**src/rtl/uart_pkg.sv**
```systemverilog
// Shared definitions for the parametrised UART transmitter: parity encodings,
// FSM state encoding and legal parameter ranges.
package uart_pkg;

    localparam logic [1:0] PAR_NONE = 2'b00;
    localparam logic [1:0] PAR_EVEN = 2'b01;
    localparam logic [1:0] PAR_ODD  = 2'b10;

    typedef enum logic [2:0] {
        ST_IDLE   = 3'd0,
        ST_START  = 3'd1,
        ST_DATA   = 3'd2,
        ST_PARITY = 3'd3,
        ST_STOP   = 3'd4
    } tx_state_e;

    localparam int DATA_W_MIN     = 5;
    localparam int DATA_W_MAX     = 9;
    localparam int OVERSAMPLE_MIN = 4;
    localparam int OVERSAMPLE_MAX = 32;

    // Encoding 2'b11 is treated as "no parity", same as PAR_NONE.
    function automatic logic parity_enabled(input logic [1:0] mode);
        return (mode != PAR_NONE) && ((mode == PAR_EVEN) || (mode == PAR_ODD));
    endfunction

    function automatic bit cfg_legal(input int dw, input int os, input int depth);
        return (dw >= DATA_W_MIN) && (dw <= DATA_W_MAX) &&
               (os >= OVERSAMPLE_MIN) && (os <= OVERSAMPLE_MAX) &&
               (depth >= 2) && ((depth & (depth - 1)) == 0);
    endfunction

endpackage

```
**src/rtl/uart_fifo.sv**
```systemverilog
// Synchronous input FIFO for the UART transmitter; pointers carry one extra
// wrap bit so full and empty are distinguishable without a separate counter.
module uart_fifo #(
    parameter int DATA_W = 8,
    parameter int DEPTH  = 4
) (
    input  logic                     clk,
    input  logic                     resetn,
    input  logic                     push,
    input  logic [DATA_W-1:0]        wdata,
    input  logic                     pop,
    output logic [DATA_W-1:0]        rdata,
    output logic                     full,
    output logic                     empty,
    output logic [$clog2(DEPTH):0]   level
);

    localparam int AW = $clog2(DEPTH);

    logic [DATA_W-1:0] mem [DEPTH];
    logic [AW:0]       wr_ptr;
    logic [AW:0]       rd_ptr;

    always_ff @(posedge clk or negedge resetn) begin
        if (!resetn) begin
            wr_ptr <= '0;
            rd_ptr <= '0;
        end else begin
            if (push && !full) begin
                wr_ptr <= wr_ptr + 1'b1;
            end
            if (pop && !empty) begin
                rd_ptr <= rd_ptr + 1'b1;
            end
        end
    end

    // Storage needs no reset; only the pointers define what is valid.
    always_ff @(posedge clk) begin
        if (push && !full) begin
            mem[wr_ptr[AW-1:0]] <= wdata;
        end
    end

    assign level = wr_ptr - rd_ptr;
    assign full  = (level == (AW + 1)'(DEPTH));
    assign empty = (wr_ptr == rd_ptr);
    assign rdata = mem[rd_ptr[AW-1:0]];

endmodule

```
**src/rtl/uart_tx_fifo.sv**
```systemverilog
// Parametrised UART transmitter with input FIFO, run-time parity selection
// and one or two stop bits; bit timing comes from the shared b_tick.
module uart_tx_fifo
    import uart_pkg::*;
#(
    parameter int DATA_W     = 8,
    parameter int OVERSAMPLE = 16,
    parameter int FIFO_DEPTH = 4
) (
    input  logic                          clk,
    input  logic                          resetn,
    input  logic                          b_tick,
    input  logic                          in_valid,
    input  logic [DATA_W-1:0]             in_data,
    output logic                          in_ready,
    input  logic [1:0]                    parity_mode,
    input  logic                          stop2,
    output logic                          tx,
    output logic                          tx_busy,
    output logic                          tx_done,
    output logic [$clog2(FIFO_DEPTH):0]   fifo_level
);

    localparam int BCW = $clog2(OVERSAMPLE);
    localparam int SCW = $clog2(2 * OVERSAMPLE);
    localparam int IW  = $clog2(DATA_W);

    localparam logic [BCW-1:0] B_LAST  = BCW'(OVERSAMPLE - 1);
    localparam logic [SCW-1:0] S_LAST1 = SCW'(OVERSAMPLE - 1);
    localparam logic [SCW-1:0] S_LAST2 = SCW'(2 * OVERSAMPLE - 1);
    localparam logic [IW-1:0]  I_LAST  = IW'(DATA_W - 1);

    if (!cfg_legal(DATA_W, OVERSAMPLE, FIFO_DEPTH)) begin : g_cfg_check
        $error("uart_tx_fifo: illegal DATA_W, OVERSAMPLE or FIFO_DEPTH");
    end

    tx_state_e         state_q, state_d;
    logic [BCW-1:0]    b_cnt_q, b_cnt_d;
    logic [SCW-1:0]    stop_cnt_q, stop_cnt_d;
    logic [IW-1:0]     bit_idx_q, bit_idx_d;
    logic [DATA_W-1:0] shift_q, shift_d;
    logic              par_en_q, par_en_d;
    logic              par_bit_q, par_bit_d;
    logic              stop2_q, stop2_d;
    logic              tx_q, tx_d;

    logic              fifo_pop;
    logic              fifo_full;
    logic              fifo_empty;
    logic [DATA_W-1:0] fifo_rdata;

    assign in_ready = !fifo_full;

    uart_fifo #(
        .DATA_W (DATA_W),
        .DEPTH  (FIFO_DEPTH)
    ) u_fifo (
        .clk    (clk),
        .resetn (resetn),
        .push   (in_valid && in_ready),
        .wdata  (in_data),
        .pop    (fifo_pop),
        .rdata  (fifo_rdata),
        .full   (fifo_full),
        .empty  (fifo_empty),
        .level  (fifo_level)
    );

    always_ff @(posedge clk or negedge resetn) begin
        if (!resetn) begin
            state_q    <= ST_IDLE;
            b_cnt_q    <= '0;
            stop_cnt_q <= '0;
            bit_idx_q  <= '0;
            shift_q    <= '0;
            par_en_q   <= 1'b0;
            par_bit_q  <= 1'b0;
            stop2_q    <= 1'b0;
            tx_q       <= 1'b1;
        end else begin
            state_q    <= state_d;
            b_cnt_q    <= b_cnt_d;
            stop_cnt_q <= stop_cnt_d;
            bit_idx_q  <= bit_idx_d;
            shift_q    <= shift_d;
            par_en_q   <= par_en_d;
            par_bit_q  <= par_bit_d;
            stop2_q    <= stop2_d;
            tx_q       <= tx_d;
        end
    end

    // Parity and stop configuration are frozen at pop so mid-frame changes only affect the next word.
    always_comb begin
        state_d    = state_q;
        b_cnt_d    = b_cnt_q;
        stop_cnt_d = stop_cnt_q;
        bit_idx_d  = bit_idx_q;
        shift_d    = shift_q;
        par_en_d   = par_en_q;
        par_bit_d  = par_bit_q;
        stop2_d    = stop2_q;
        tx_d       = 1'b1;
        fifo_pop   = 1'b0;
        tx_done    = 1'b0;
        case (state_q)
            ST_IDLE: begin
                if (!fifo_empty) begin
                    fifo_pop  = 1'b1;
                    shift_d   = fifo_rdata;
                    par_en_d  = parity_enabled(parity_mode);
                    par_bit_d = (parity_mode == PAR_ODD) ? ~^fifo_rdata : ^fifo_rdata;
                    stop2_d   = stop2;
                    b_cnt_d   = '0;
                    state_d   = ST_START;
                end
            end
            ST_START: begin
                tx_d = 1'b0;
                if (b_tick) begin
                    if (b_cnt_q == B_LAST) begin
                        b_cnt_d   = '0;
                        bit_idx_d = '0;
                        state_d   = ST_DATA;
                    end else begin
                        b_cnt_d = b_cnt_q + 1'b1;
                    end
                end
            end
            ST_DATA: begin
                tx_d = shift_q[0];
                if (b_tick) begin
                    if (b_cnt_q == B_LAST) begin
                        b_cnt_d = '0;
                        shift_d = shift_q >> 1;
                        if (bit_idx_q == I_LAST) begin
                            stop_cnt_d = '0;
                            state_d    = par_en_q ? ST_PARITY : ST_STOP;
                        end else begin
                            bit_idx_d = bit_idx_q + 1'b1;
                        end
                    end else begin
                        b_cnt_d = b_cnt_q + 1'b1;
                    end
                end
            end
            ST_PARITY: begin
                tx_d = par_bit_q;
                if (b_tick) begin
                    if (b_cnt_q == B_LAST) begin
                        b_cnt_d    = '0;
                        stop_cnt_d = '0;
                        state_d    = ST_STOP;
                    end else begin
                        b_cnt_d = b_cnt_q + 1'b1;
                    end
                end
            end
            ST_STOP: begin
                tx_d = 1'b1;
                if (b_tick) begin
                    if (stop_cnt_q == (stop2_q ? S_LAST2 : S_LAST1)) begin
                        tx_done    = 1'b1;
                        stop_cnt_d = '0;
                        state_d    = ST_IDLE;
                    end else begin
                        stop_cnt_d = stop_cnt_q + 1'b1;
                    end
                end
            end
            default: begin
                state_d = ST_IDLE;
            end
        endcase
    end

    assign tx      = tx_q;
    assign tx_busy = (state_q != ST_IDLE);

endmodule
```
**config.mk**
```make
export PLATFORM = sky130hd
export DESIGN_NAME = uart_tx_fifo
export DESIGN_NICKNAME = d
export VERILOG_FILES = /design/src/rtl/uart_pkg.sv /design/src/rtl/uart_fifo.sv /design/src/rtl/uart_tx_fifo.sv
export SDC_FILE = /design/constraint.sdc
export NUM_CORES = 1
export LEC_CHECK = 0
export CAP_MARGIN = 20
export CORE_ASPECT_RATIO = 0.5
export CORE_UTILIZATION = 35
export CTS_CLUSTER_SIZE = 30
export DETAILED_ROUTE_END_ITERATION = 6
export MAX_ROUTING_LAYER = met4
export PLACE_DENSITY = 0.53
export SYNTH_ARGS = -nofsm -noshare
export SYNTH_HDL_FRONTEND = slang
export SYNTH_SLANG_ARGS = --single-unit
export TNS_END_PERCENT = 50
```
**constraint.sdc**
```tcl
create_clock -name clk -period 3 [get_ports clk]
set_input_delay 0.45 -clock clk [delete_from_list [all_inputs] [get_ports clk]]
set_output_delay 0.45 -clock clk [all_outputs]
set_load 0.005 [all_outputs]
```
==> summary.md, run 1 <==
The number of buffers and inverters on the critical path is 2. The logs give 9 for the number of buffers inserted during clock tree synthesis and 0 for the number of setup buffers added after CTS. The placed instances occupy a cell area of 3410 um2. The maximum fanout encountered on the critical timing path was 4. The aggregate negative setup slack came out at 0 ns.

The logs give 8850 um for the global-route wire length before repair and 1753 for the via count of the first global-routing pass. Async set-or-reset flop fraction in the synthesized netlist: 0.508. The post-synthesis simple-gate area fraction was 0.0886. The fraction of post-synthesis cell area in the top cell type by area is 0.312, and the cell count after placement is 364. The clock period could shrink to 2.66 ns. The share of the yosys chip area belonging to registers is 0.581. Yosys attributes the largest share of cell area to sky130_fd_sc_hd__edfxtp_1 (31%), sky130_fd_sc_hd__dfrtp_1 (26%), sky130_fd_sc_hd__ha_1 (4.9%).

STA classifies the critical path startpoint as a flip-flop. Placed wire-length estimate: 3740 um. 22 I/O pins were placed. The slew at the pin with the worst max-slew slack is 0.542 ns.

In this run the worst hold path is classified as flip-flop to flip-flop. The synthesized design contains 65 register bits. Summed over all instances, the cell type with the most area after synthesis is sky130_fd_sc_hd__edfxtp_1.

The delay of the slowest critical-path stage is 0.45 ns, and the total of warnings raised by yosys is 0. The number of hold-repair buffers added at the cts stage was 0; the highest clock frequency the design can meet was 376 MHz. Traced cell by cell, the critical path runs through inv_1, ha_1, fa_1, xnor2_1, nand3_1, clkdlybuf4s50_1.

The overall global routing resource usage is 0.137, and the clock latency on the worst-skew pair is 0.32 ns. For the total routed wirelength, the log shows 5320 um. Compared with the post-synthesis result, the final layout area differs by 20.2%. The number of cells on the worst reg-to-reg path is 6. Broken down by cell family, the worst path's largest delay share belongs to adder cells. The final critical-path share of the clock period is 0.887. The run gives 0.373 as the starting utilization of the core area. The detailed router finished its first iteration with 49 violations. The post-route DRC violation count came out at 0. Counting distinct cell types in the post-synthesis netlist gives 46.

The root buffer selected by CTS is sky130_fd_sc_hd__clkbuf_16. The post-synthesis cell count came out at 235. The post-synthesis mux area share is 0.100, and the required time of the worst setup path is 2.55 ns. The clock-pin transition on the worst setup and hold timing paths works out to 0.05 ns. The final instance area came out at 3700 um2. The routed layout has 1826 vias. The horizontal die dimension was 135 um; the number of antenna violations at the first check in global routing was 0. The mean instance size in the synthesized netlist was 13.1 um2. 0 antenna diodes ended up in the layout. At the worst endpoint, the arrival time is 2.21 ns. In the final design database the tool counted 291 nets. The core region area was 8260 um2; the depth of the CTS H-tree was 3.

The power per cell area works out to 1080 nW/um2. Setup repair after global routing left no endpoint under its margin. Counting flops with a built-in enable in the synthesized netlist gives 32.

The fraction of layout instances using a drive strength above 1 was 0.112. By area, the combinational part of the netlist is dominated by multiplexers. The post-synthesis adder-cell area fraction is 0.0553. The final clock skew is 0.00514 ns.

Across the run, the number of max-cap violations was 0. Maximum buffer depth of the clock tree: 2. In the final routed layout, each cell accounts on average for 14.0 um.

The critical path is of the flip-flop to output port type. The logs give 3080 um2 for the area of the mapped netlist and 0.00154 uW for the leakage component of the power. Setup violations remaining at the end of the flow were counted as 0. The die boundary height came out at 68.3 um. Gates resized during post-CTS repair numbered 0. The first-pass iteration count of the detailed router is 4, and the area of the die is 9200 um2.

The compound-gate portion of the synthesized area is 0.0951, and the filler-free cell count of the finished design is 380. TritonCTS built the clock tree. For the worst-case headroom to the max-slew limit, the log shows 0.637.

By count the netlist is led by sky130_fd_sc_hd__dfrtp_1 (32), sky130_fd_sc_hd__edfxtp_1 (32), sky130_fd_sc_hd__nand2_1 (19). The slowest stage of the critical path is the sky130_fd_sc_hd__clkdlybuf4s50_1 cell. For the number of hold violations in the final report, the log shows 0. The post-synthesis xor/xnor area fraction came out at 0.0467. Number of port buffers: 21. The tools report the clock net sink count as 65. The initialized floorplan defines 23 standard-cell rows. At the end of routability-driven placement, the weighted congestion stood at 0.776.

Entering global routing, the biggest net connects 34 pins. Final number of max-transition violations: 0. When the netlist entered floorplanning its net count stood at 263.

Predominant post-synthesis flop cell: sky130_fd_sc_hd__edfxtp_1. The remaining antenna violation count was 0; the number of instances on the worst hold path was 1. VDD sags by at most 0.000336 V. The endpoint class of the critical path was an output port. The critical path runs through a total of 6 cells.

Average vias per placed instance: 4.81. The run finished with clean final reports. The overflow left after global routing came out at 0.
[flip-flops by register name, indices dropped and copies added (netlist names)]
signal and count:
state_q 3, u_fifo.wr_ptr 3, stop2_q 1, par_en_q 1
u_fifo.mem 32, tx 1, b_cnt_q 4, u_fifo.rd_ptr 3
bit_idx_q 3, shift_q 8, par_bit_q 1, stop_cnt_q 5
[metrics by stage]
step | hold WS [ns] | util | power, uW | setup slack, ns
after floorplan | 0.154 | - | 2550 | 0.767
after global placement | 0.470 | 0.413 | 2990 | 0.541
after detailed placement | 0.485 | 0.413 | 3010 | 0.472
after CTS | 0.490 | 0.448 | 4030 | 0.306
after global routing | 0.514 | 0.448 | 4250 | 0.217
final | 0.481 | 0.448 | 3980 | 0.340
[worst paths after layout]
| check | from | to | slack, ns |
|---|---|---|---|
| hold reg to reg | stop_cnt_q[3] | stop_cnt_q[3] | 0.48 |
| hold / removal | stop_cnt_q[3] | stop_cnt_q[3] | 0.48 |
| setup / recovery | u_fifo.wr_ptr[0] | in_ready | 0.34 |
| min in group asynchronous | resetn | u_fifo.wr_ptr[0] | 0.52 |
| max in group asynchronous | resetn | tx | 2.13 |
| setup reg to reg | u_fifo.wr_ptr[0] | u_fifo.mem[3][1] | 0.45 |
[per-layer routing]
layer | routed length [um] | share of wire | GRT usage
met5 | 0 | 0 | -
met4 | 82 | 0.015 | 0.0716
met1 | 2730 | 0.51 | 0.163
met2 | 2360 | 0.44 | 0.217
met3 | 152 | 0.029 | 0.0407
[worst register-to-register path: stages (launching register included)]
cell and delay [ns]:
sky130_fd_sc_hd__dfrtp_1 0.37, sky130_fd_sc_hd__inv_1 0.11, sky130_fd_sc_hd__ha_1 0.20, sky130_fd_sc_hd__fa_1 0.38, sky130_fd_sc_hd__xnor2_1 0.17, sky130_fd_sc_hd__a31oi_1 0.45
sky130_fd_sc_hd__and2_1 0.50
[power breakdown]
group	switching, uW	leakage (uW)	internal (uW)
clock network	368	0.000132	641
registers	161	0.000706	1220
logic	752	0.000705	836
[kinds of logic after synthesis]
kind of cell             count (synthesis)
AO/OA/AOI/OAI                           42
XOR/XNOR                                14
adder cells (fa/ha/maj)                 13
buffers and inverters                   22
flip-flops                              65
multiplexers                            19
AND/OR/NAND/NOR                         60
[placed cells by master (no fill, tap or decap), types with 4 or more instances in the layout]
cell type,synthesis,final
sky130_fd_sc_hd__a21oi_1,10,10
sky130_fd_sc_hd__and2_1,4,4
sky130_fd_sc_hd__and3_1,4,4
sky130_fd_sc_hd__buf_4,0,4
sky130_fd_sc_hd__clkbuf_16,0,9
sky130_fd_sc_hd__clkdlybuf4s50_1,0,21
sky130_fd_sc_hd__dfrtp_1,32,32
sky130_fd_sc_hd__edfxtp_1,32,32
sky130_fd_sc_hd__ha_1,12,12
sky130_fd_sc_hd__inv_1,14,14
sky130_fd_sc_hd__mux2i_1,8,8
sky130_fd_sc_hd__mux4_1,4,4
sky130_fd_sc_hd__mux4_2,4,4
sky130_fd_sc_hd__nand2_1,19,19
sky130_fd_sc_hd__nand3_1,6,6
sky130_fd_sc_hd__nor2_1,16,16
sky130_fd_sc_hd__nor3_1,6,6
sky130_fd_sc_hd__o21ai_0,12,12
sky130_fd_sc_hd__xnor2_1,7,7
sky130_fd_sc_hd__xor2_1,5,5
[final cells by class]
cell class | instances | area [um2]
inverters | 14 | 52.6
flip-flops and latches | 65 | 1790
clock inverters | 5 | 57.6
multi-input cells | 148 | 1190
clock buffers | 11 | 233
fillers | 750 | 4560
well taps | 112 | 140
repair buffers | 25 | 240
(Power assumes the default switching activity.)
==> inputs of run 2 (changes only) <==
==> constraint.sdc (replaced) <==
create_clock -name clk -period 3 [get_ports clk]
set_input_delay 0.75 -clock clk [delete_from_list [all_inputs] [get_ports clk]]
set_output_delay 0.75 -clock clk [all_outputs]
set_load 0.005 [all_outputs]
==> run 2 against run 1 <==
Worst hold slack better by 0.0096 ns. Routed wire length rose by 11%. Sequential share of layout area is 1.1 points lower. Highest routed layer unchanged. Non-clock buffer count is 7 higher. Critical path depth is the same. Largest power group unchanged. Flip-flop and latch count unchanged.
==> summary.md, run 2 (same netlist as run 1, synthesis figures left out) <==
The end point of the critical path was in_ready (unchanged). The horizontal die dimension was 135 um (unchanged). The post-route DRC violation count was 0 (unchanged); the remaining antenna violation count was 0 (unchanged). The slack of the worst reg-to-reg path is 0.41 ns (was 0.45 ns), and the internal cell power is 2780 uW (was 2700 uW). The tools report the starting utilization of the core area as 0.373 (unchanged). The worst-case headroom to the max-slew limit was 0.606 (was 0.637); the peak ir drop on the vdd network was 0.000381 V (was 0.000336 V). The power per cell area is 1090 nW/um2 (was 1080 nW/um2). Commonest cells after routing, fill and taps aside: sky130_fd_sc_hd__dfrtp_1 (32), sky130_fd_sc_hd__edfxtp_1 (32), sky130_fd_sc_hd__clkdlybuf4s50_1 (21) (unchanged). The count of nets after finishing came out at 298 (was 291). The number of instances on the worst hold path was 1 (unchanged). The worst setup path startpoint is u_fifo.wr_ptr[0] (unchanged). The first-pass iteration count of the detailed router is 4 (unchanged). The fraction of the core area covered by cells at the end of the flow was 0.459 (was 0.448); the number of buffers inserted during clock tree synthesis was 9 (unchanged). The highest clock frequency the design can meet was 347 MHz (was 376 MHz). The tools report the root buffer selected by CTS as sky130_fd_sc_hd__clkbuf_16 (unchanged). The run gives 0.253 (was 0.254) as the part of the total power dissipated in the clock network. The logs give 0 (unchanged) for the final number of max-transition violations and 0 (unchanged) for the number of setup violations in the final report. Final critical-path share of the clock period: 0.961 (was 0.887).

The fraction of layout instances using a drive strength above 1 came out at 0.149 (was 0.112). The tools report the reg-to-reg startpoint as u_fifo.wr_ptr[0] (unchanged). The number of hold violations in the final report is 0 (unchanged). The run gives 2 (unchanged) as the maximum buffer depth of the clock tree. The aggregate negative setup slack is 0 ns (unchanged), and the number of flip-flops under the largest register name is 32 (unchanged). The area of the die is 9200 um2 (unchanged), and the depth of the CTS H-tree is 3 (unchanged). The flow ran to the end, and the final reports show no timing, DRC or antenna violations. The number of port buffers is 21 (unchanged). TritonCTS built the clock tree. The largest net degree at the start of global routing was 34 (unchanged); the top-level I/O count was 22 (unchanged). The die boundary height came out at 68.3 um (unchanged).

The tools report the number of antenna violations at the first check in global routing as 0 (unchanged). The clock-pin transition on the worst setup and hold timing paths is 0.06 ns (was 0.05 ns), and the part of the total power dissipated in combinational logic is 0.424 (was 0.399). The leakage component of the power was 0.00160 uW (was 0.00154 uW); the post-placement worst setup slack was 0.221 ns (was 0.472 ns). The path type of the worst min-delay path is flip-flop to flip-flop (unchanged). The tools report the number of design-rule violations left by the first detailed-router iteration as 76 (was 49). Setup repair after global routing left no endpoint under its margin. Placed wire-length estimate: 4090 um (was 3740 um). Depth of the most critical reg-to-reg path: 5 (was 6). The time the final worst path needs with I/O delays and setup came out at 2.88 ns (was 2.66 ns).

Critical path class: flip-flop to output port (unchanged). The required time of the worst setup path came out at 2.25 ns (was 2.55 ns). Kind of start point of the critical path: a flip-flop (unchanged).

The tools report the core region area as 8260 um2 (unchanged). The slew at the pin with the worst max-slew slack was 0.588 ns (was 0.542 ns). The run gives 0 (unchanged) as the number of inserted diodes.

The count of maximum capacitance violations was 0 (unchanged). Final clock skew: 0.00659 ns (was 0.00514 ns). The via count of the first global-routing pass is 1917 (was 1753). The run gives 1360 uW (was 1280 uW) as the switching power. The average vias per placed instance is 4.90 (was 4.81). The clock net sink count is 65 (unchanged), and the global-route wire length before repair is 9790 um (was 8850 um). The number of core rows was 23 (unchanged); the total routed wirelength was 5880 um (was 5320 um). The count of vias placed by the detailed router is 1897 (was 1826). The worst-case setup margin in the final layout came out at 0.116 ns (was 0.340 ns). The last weighted congestion value of the routability-driven placer is 0.781 (was 0.776). The tools report the sum of internal, switching and leakage power as 4140 uW (was 3980 uW). The endpoint class of the critical path was an output port (unchanged). The clock latency on the worst-skew pair is 0.33 ns (was 0.32 ns). Area growth from synthesis to final layout: 23.0% (was 20.2%).

Endpoint of the worst register-to-register path: u_fifo.mem[1][4] (was u_fifo.mem[3][1]). The overflow left after global routing is 0 (unchanged), and the average wire per standard cell is 15.2 um (was 14.0 um). Switching part of the total: 0.328 (was 0.322). The sequential fraction of design power was 0.323 (was 0.348); the maximum fanout encountered on the critical timing path was 4 (unchanged).

Data arrival time at the worst-slack endpoint: 2.13 ns (was 2.21 ns). The number of hold-repair buffers added at the cts stage came out at 0 (unchanged). For the overall global routing resource usage, the log shows 0.152 (was 0.137).
==> run 2: metal layers <==
metal	GRT usage	routed length, um	part of all wire	vias to the layer above
met1	0.180	2840	0.48	927
met3	0.0519	174	0.030	8
li1	-	-	-	942
met2	0.247	2800	0.48	20
met4	0.0548	75	0.013	0
met5	-	0	0	-
==> run 2: how the worst min path moves through the flow <==
stage / startpoint / to / slack, ns
floorplan: resetn / b_cnt_q[0] / 0.45
global placement: stop_cnt_q[3] / stop_cnt_q[3] / 0.47
detailed placement: u_fifo.rd_ptr[2] / u_fifo.rd_ptr[2] / 0.48
CTS: u_fifo.rd_ptr[2] / u_fifo.rd_ptr[2] / 0.49
global route: u_fifo.rd_ptr[2] / u_fifo.rd_ptr[2] / 0.50
finish: u_fifo.rd_ptr[2] / u_fifo.rd_ptr[2] / 0.49
==> run 2: final cells by class <==
cell class | instances | area (um2)
sequential | 65 | 1790
fill | 722 | 4470
clock buffer | 9 | 225
timing repair buffer | 32 | 305
inverter | 14 | 52.6
multi-input combinational | 148 | 1200
tap | 112 | 140
clock inverter | 7 | 77.6
==> run 2: power groups by stage <==
stage	Sequential [uW]	Clock (uW)	Combinational [uW]
after floorplan	1330	0	1220
after global placement	1340	0	1700
after detailed placement	1360	0	1740
after CTS	1340	1080	1750
after global routing	1360	1120	1960
final	1340	1050	1750
==> run 2: timing repair <==
item	4_1_cts	5_1_grt
setup endpoints to repair	0	2
buffers inserted	0	1
resized for setup	0	2
==> run 2: per-stage QoR <==
stage          hold WS, ns  instances  area, um2
3_3_place_gp         0.475        370       3470
6_report             0.491        387       3790
5_1_grt              0.500        387       3790
2_1_floorplan        0.451        235       3080
3_5_place_dp         0.479        370       3470
4_1_cts              0.492        386       3770
==> run 2: critical path, stage by stage (launching register included) <==
cell	delay, ns
sky130_fd_sc_hd__dfrtp_1	0.38
sky130_fd_sc_hd__inv_1	0.11
sky130_fd_sc_hd__ha_1	0.21
sky130_fd_sc_hd__fa_2	0.36
sky130_fd_sc_hd__xnor2_2	0.16
sky130_fd_sc_hd__nand3_1	0.09
sky130_fd_sc_hd__clkdlybuf4s50_1	0.50
==> inputs of run 3 (changes only) <==
REMOVE_ABC_BUFFERS = 1   (was unset)
==> run 3 against run 2 <==
Sequential power about the same. Die area unchanged. Sequential share of layout area up 0.078 points. Register-to-register slack better by 0.09 ns. Final cell count down 0.52%. Critical path depth unchanged. Core utilization down 0.076 points. Clock power up 7%. Largest power group unchanged. Highest routed layer unchanged.
==> summary.md, run 3 (same netlist as run 1, synthesis figures left out) <==
The maximum fanout encountered on the critical timing path came out at 4 (unchanged). Path type of the worst min-delay path: flip-flop to flip-flop (unchanged). Largest net degree at the start of global routing: 34 (unchanged).

Slew at the pin with the worst max-slew slack: 0.544 ns (was 0.588 ns). The total routed wirelength is 5640 um (was 5880 um), and the power per cell area is 1100 nW/um2 (was 1090 nW/um2). The run gives 1901 (was 1897) as the count of vias placed by the detailed router. The endpoint class of the critical path was an output port (unchanged). The horizontal die dimension is 135 um (unchanged), and the global-route wire length before repair is 9520 um (was 9790 um). The core region area is 8260 um2 (unchanged), and the die boundary height is 68.3 um (unchanged). The run gives 0.409 (was 0.424) as the part of the total power dissipated in combinational logic. TritonCTS built the clock tree. The last weighted congestion value of the routability-driven placer is 0.830 (was 0.781). The peak ir drop on the vdd network was 0.000430 V (was 0.000381 V); the number of antenna violations at the first check in global routing was 0 (unchanged). The count of maximum capacitance violations was 0 (unchanged); the clock-pin transition on the worst setup and hold timing paths was 0.05 ns (was 0.06 ns).

The met2 wirelength from detailed routing was 2670 um (was 2800 um). The part of the total power dissipated in the clock network was 0.269 (was 0.253); the switching power was 1340 uW (was 1360 uW). The run gives 2700 um (was 2840 um) as the met1 wire length. The logs give 0 (unchanged) for the number of hold-repair buffers added at the cts stage and 0.636 (was 0.606) for the worst-case headroom to the max-slew limit. For the number of core rows, the log shows 23 (unchanged).

Placed wire-length estimate: 3970 um (was 4090 um). The number of inserted diodes was 0 (unchanged); the clock net sink count was 65 (unchanged). The starting utilization of the core area was 0.373 (unchanged); the number of design-rule violations left by the first detailed-router iteration was 134 (was 76). Top-level I/O count: 22 (unchanged).

The fraction of layout instances using a drive strength above 1 works out to 0.139 (was 0.149). The number of setup violations in the final report was 0 (unchanged); the final critical-path share of the clock period was 0.967 (was 0.961). The area growth from synthesis to final layout works out to 22.8% (was 23.0%). The maximum buffer depth of the clock tree came out at 2 (unchanged). Root buffer selected by CTS: sky130_fd_sc_hd__clkbuf_16 (unchanged). The internal cell power was 2830 uW (was 2780 uW); the post-route DRC violation count was 0 (unchanged). The highest metal layer used by the detailed router was met4 (unchanged). The run gives 2.25 ns (about the same) as the required time of the worst setup path. The time the final worst path needs with I/O delays and setup was 2.90 ns (was 2.88 ns); the switching part of the total was 0.321 (was 0.328). The area of the die was 9200 um2 (unchanged). The run gives 0 (unchanged) as the overflow left after global routing.

The run finished with clean final reports. For the data arrival time at the worst-slack endpoint, the log shows 2.15 ns (was 2.13 ns). The via count of the first global-routing pass came out at 1892 (was 1917). The tools report the sequential fraction of design power as 0.322 (was 0.323). Number of port buffers: 21 (unchanged). The tools report the highest clock frequency the design can meet as 345 MHz (was 347 MHz). The met3 wire length is 183 um (was 174 um), and the count of nets after finishing is 296 (was 298). The fraction of the core area covered by cells at the end of the flow was 0.458 (was 0.459); the final clock skew was 0.00352 ns (was 0.00659 ns).

For the clock latency on the worst-skew pair, the log shows 0.33 ns (about the same). The logs give 0.00159 uW (was 0.00160 uW) for the leakage component of the power and 0.149 (was 0.152) for the overall global routing resource usage. The depth of the CTS H-tree is 3 (unchanged), and the number of hold violations in the final report is 0 (unchanged). The average vias per placed instance works out to 4.94 (was 4.90). The tools report the number of buffers inserted during clock tree synthesis as 9 (unchanged). Commonest cells after routing, fill and taps aside: sky130_fd_sc_hd__dfrtp_1 (32), sky130_fd_sc_hd__edfxtp_1 (32), sky130_fd_sc_hd__clkdlybuf4s50_1 (21) (unchanged). The kind of start point of the critical path was a flip-flop (unchanged).

The number of flip-flops under the largest register name is 32 (unchanged). The sum of internal, switching and leakage power is 4170 uW (was 4140 uW). The critical path class is flip-flop to output port (unchanged).

The average wire per standard cell is 14.7 um (was 15.2 um), and the final number of max-transition violations is 0 (unchanged). Remaining antenna violation count: 0 (unchanged). The tools report the first-pass iteration count of the detailed router as 5 (was 4).
==> run 3: cell types whose count changed in the layout (fill, tap and decap cells not counted) <==
cell	delta
sky130_fd_sc_hd__buf_12	-1
sky130_fd_sc_hd__buf_4	-1
sky130_fd_sc_hd__bufinv_16	+1
sky130_fd_sc_hd__clkinv_2	-1
sky130_fd_sc_hd__clkinv_4	-1
sky130_fd_sc_hd__clkinvlp_4	+1
sky130_fd_sc_hd__fa_1	+1
sky130_fd_sc_hd__fa_2	-1
==> run 3: cell type report <==
type                            instances  area [um2]
Sequential cell                        65        1790
Inverter                               14        52.6
Clock buffer                            9         225
Tap cell                              112         140
Fill cell                             742        4480
Multi-Input combinational cell        148        1200
Clock inverter                          7         101
Timing Repair Buffer                   30         278
==> run 3: metrics by stage <==
| stage | setup slack (ns) | setup TNS (ns) | instances | cell area [um2] | hold WS [ns] |
|---|---|---|---|---|---|
| after floorplan | 0.595 | 0 | 227 | 3030 | 0.451 |
| after global placement | 0.258 | 0 | 368 | 3440 | 0.473 |
| after detailed placement | 0.229 | 0 | 368 | 3440 | 0.483 |
| after CTS | 0.0179 | 0 | 384 | 3770 | 0.495 |
| after global routing | -0.00450 | -0.00450 | 385 | 3780 | 0.525 |
| final | 0.0989 | 0 | 385 | 3780 | 0.488 |
==> run 3: metal layers <==
metal	vias up	global-route usage
met5	-	-
met3	9	0.0489
met4	0	0.0716
met1	935	0.175
li1	932	-
met2	25	0.236
==> run 3: power by group through the flow <==
stage	combinational [uW]	sequential (uW)	clock (uW)
global route	1890	1370	1200
global placement	1660	1350	0
CTS	1730	1350	1150
floorplan	1120	1380	0
finish	1710	1350	1120
detailed placement	1700	1360	0
==> run 3: worst paths after layout <==
check	endpoint	cells past startpoint	slack (ns)	startpoint
hold reg to reg	stop_cnt_q[3]	1	0.49	stop_cnt_q[3]
setup reg to reg	u_fifo.mem[2][1]	6	0.50	u_fifo.wr_ptr[0]
setup / recovery	in_ready	6	0.1	u_fifo.wr_ptr[0]
min in group asynchronous	u_fifo.wr_ptr[1]	2	0.83	resetn
max in group asynchronous	tx	2	1.82	resetn
hold / removal	stop_cnt_q[3]	1	0.49	stop_cnt_q[3]
==> run 3: worst max-delay path: stages, from the launching register on <==
cell and delay [ns]:
sky130_fd_sc_hd__dfrtp_1 0.34, sky130_fd_sc_hd__inv_1 0.09, sky130_fd_sc_hd__ha_1 0.20, sky130_fd_sc_hd__fa_1 0.41, sky130_fd_sc_hd__xnor2_2 0.17, sky130_fd_sc_hd__nand3_1 0.10, sky130_fd_sc_hd__clkdlybuf4s50_1 0.50
==> run 3: repair_timing <==
item | CTS | global route
setup buffers | 0 | 1
endpoints found under the setup margin | 2 | 2
hold endpoints to repair | 0 | 0
resized for setup | 1 | 0
pin swaps | 0 | 0
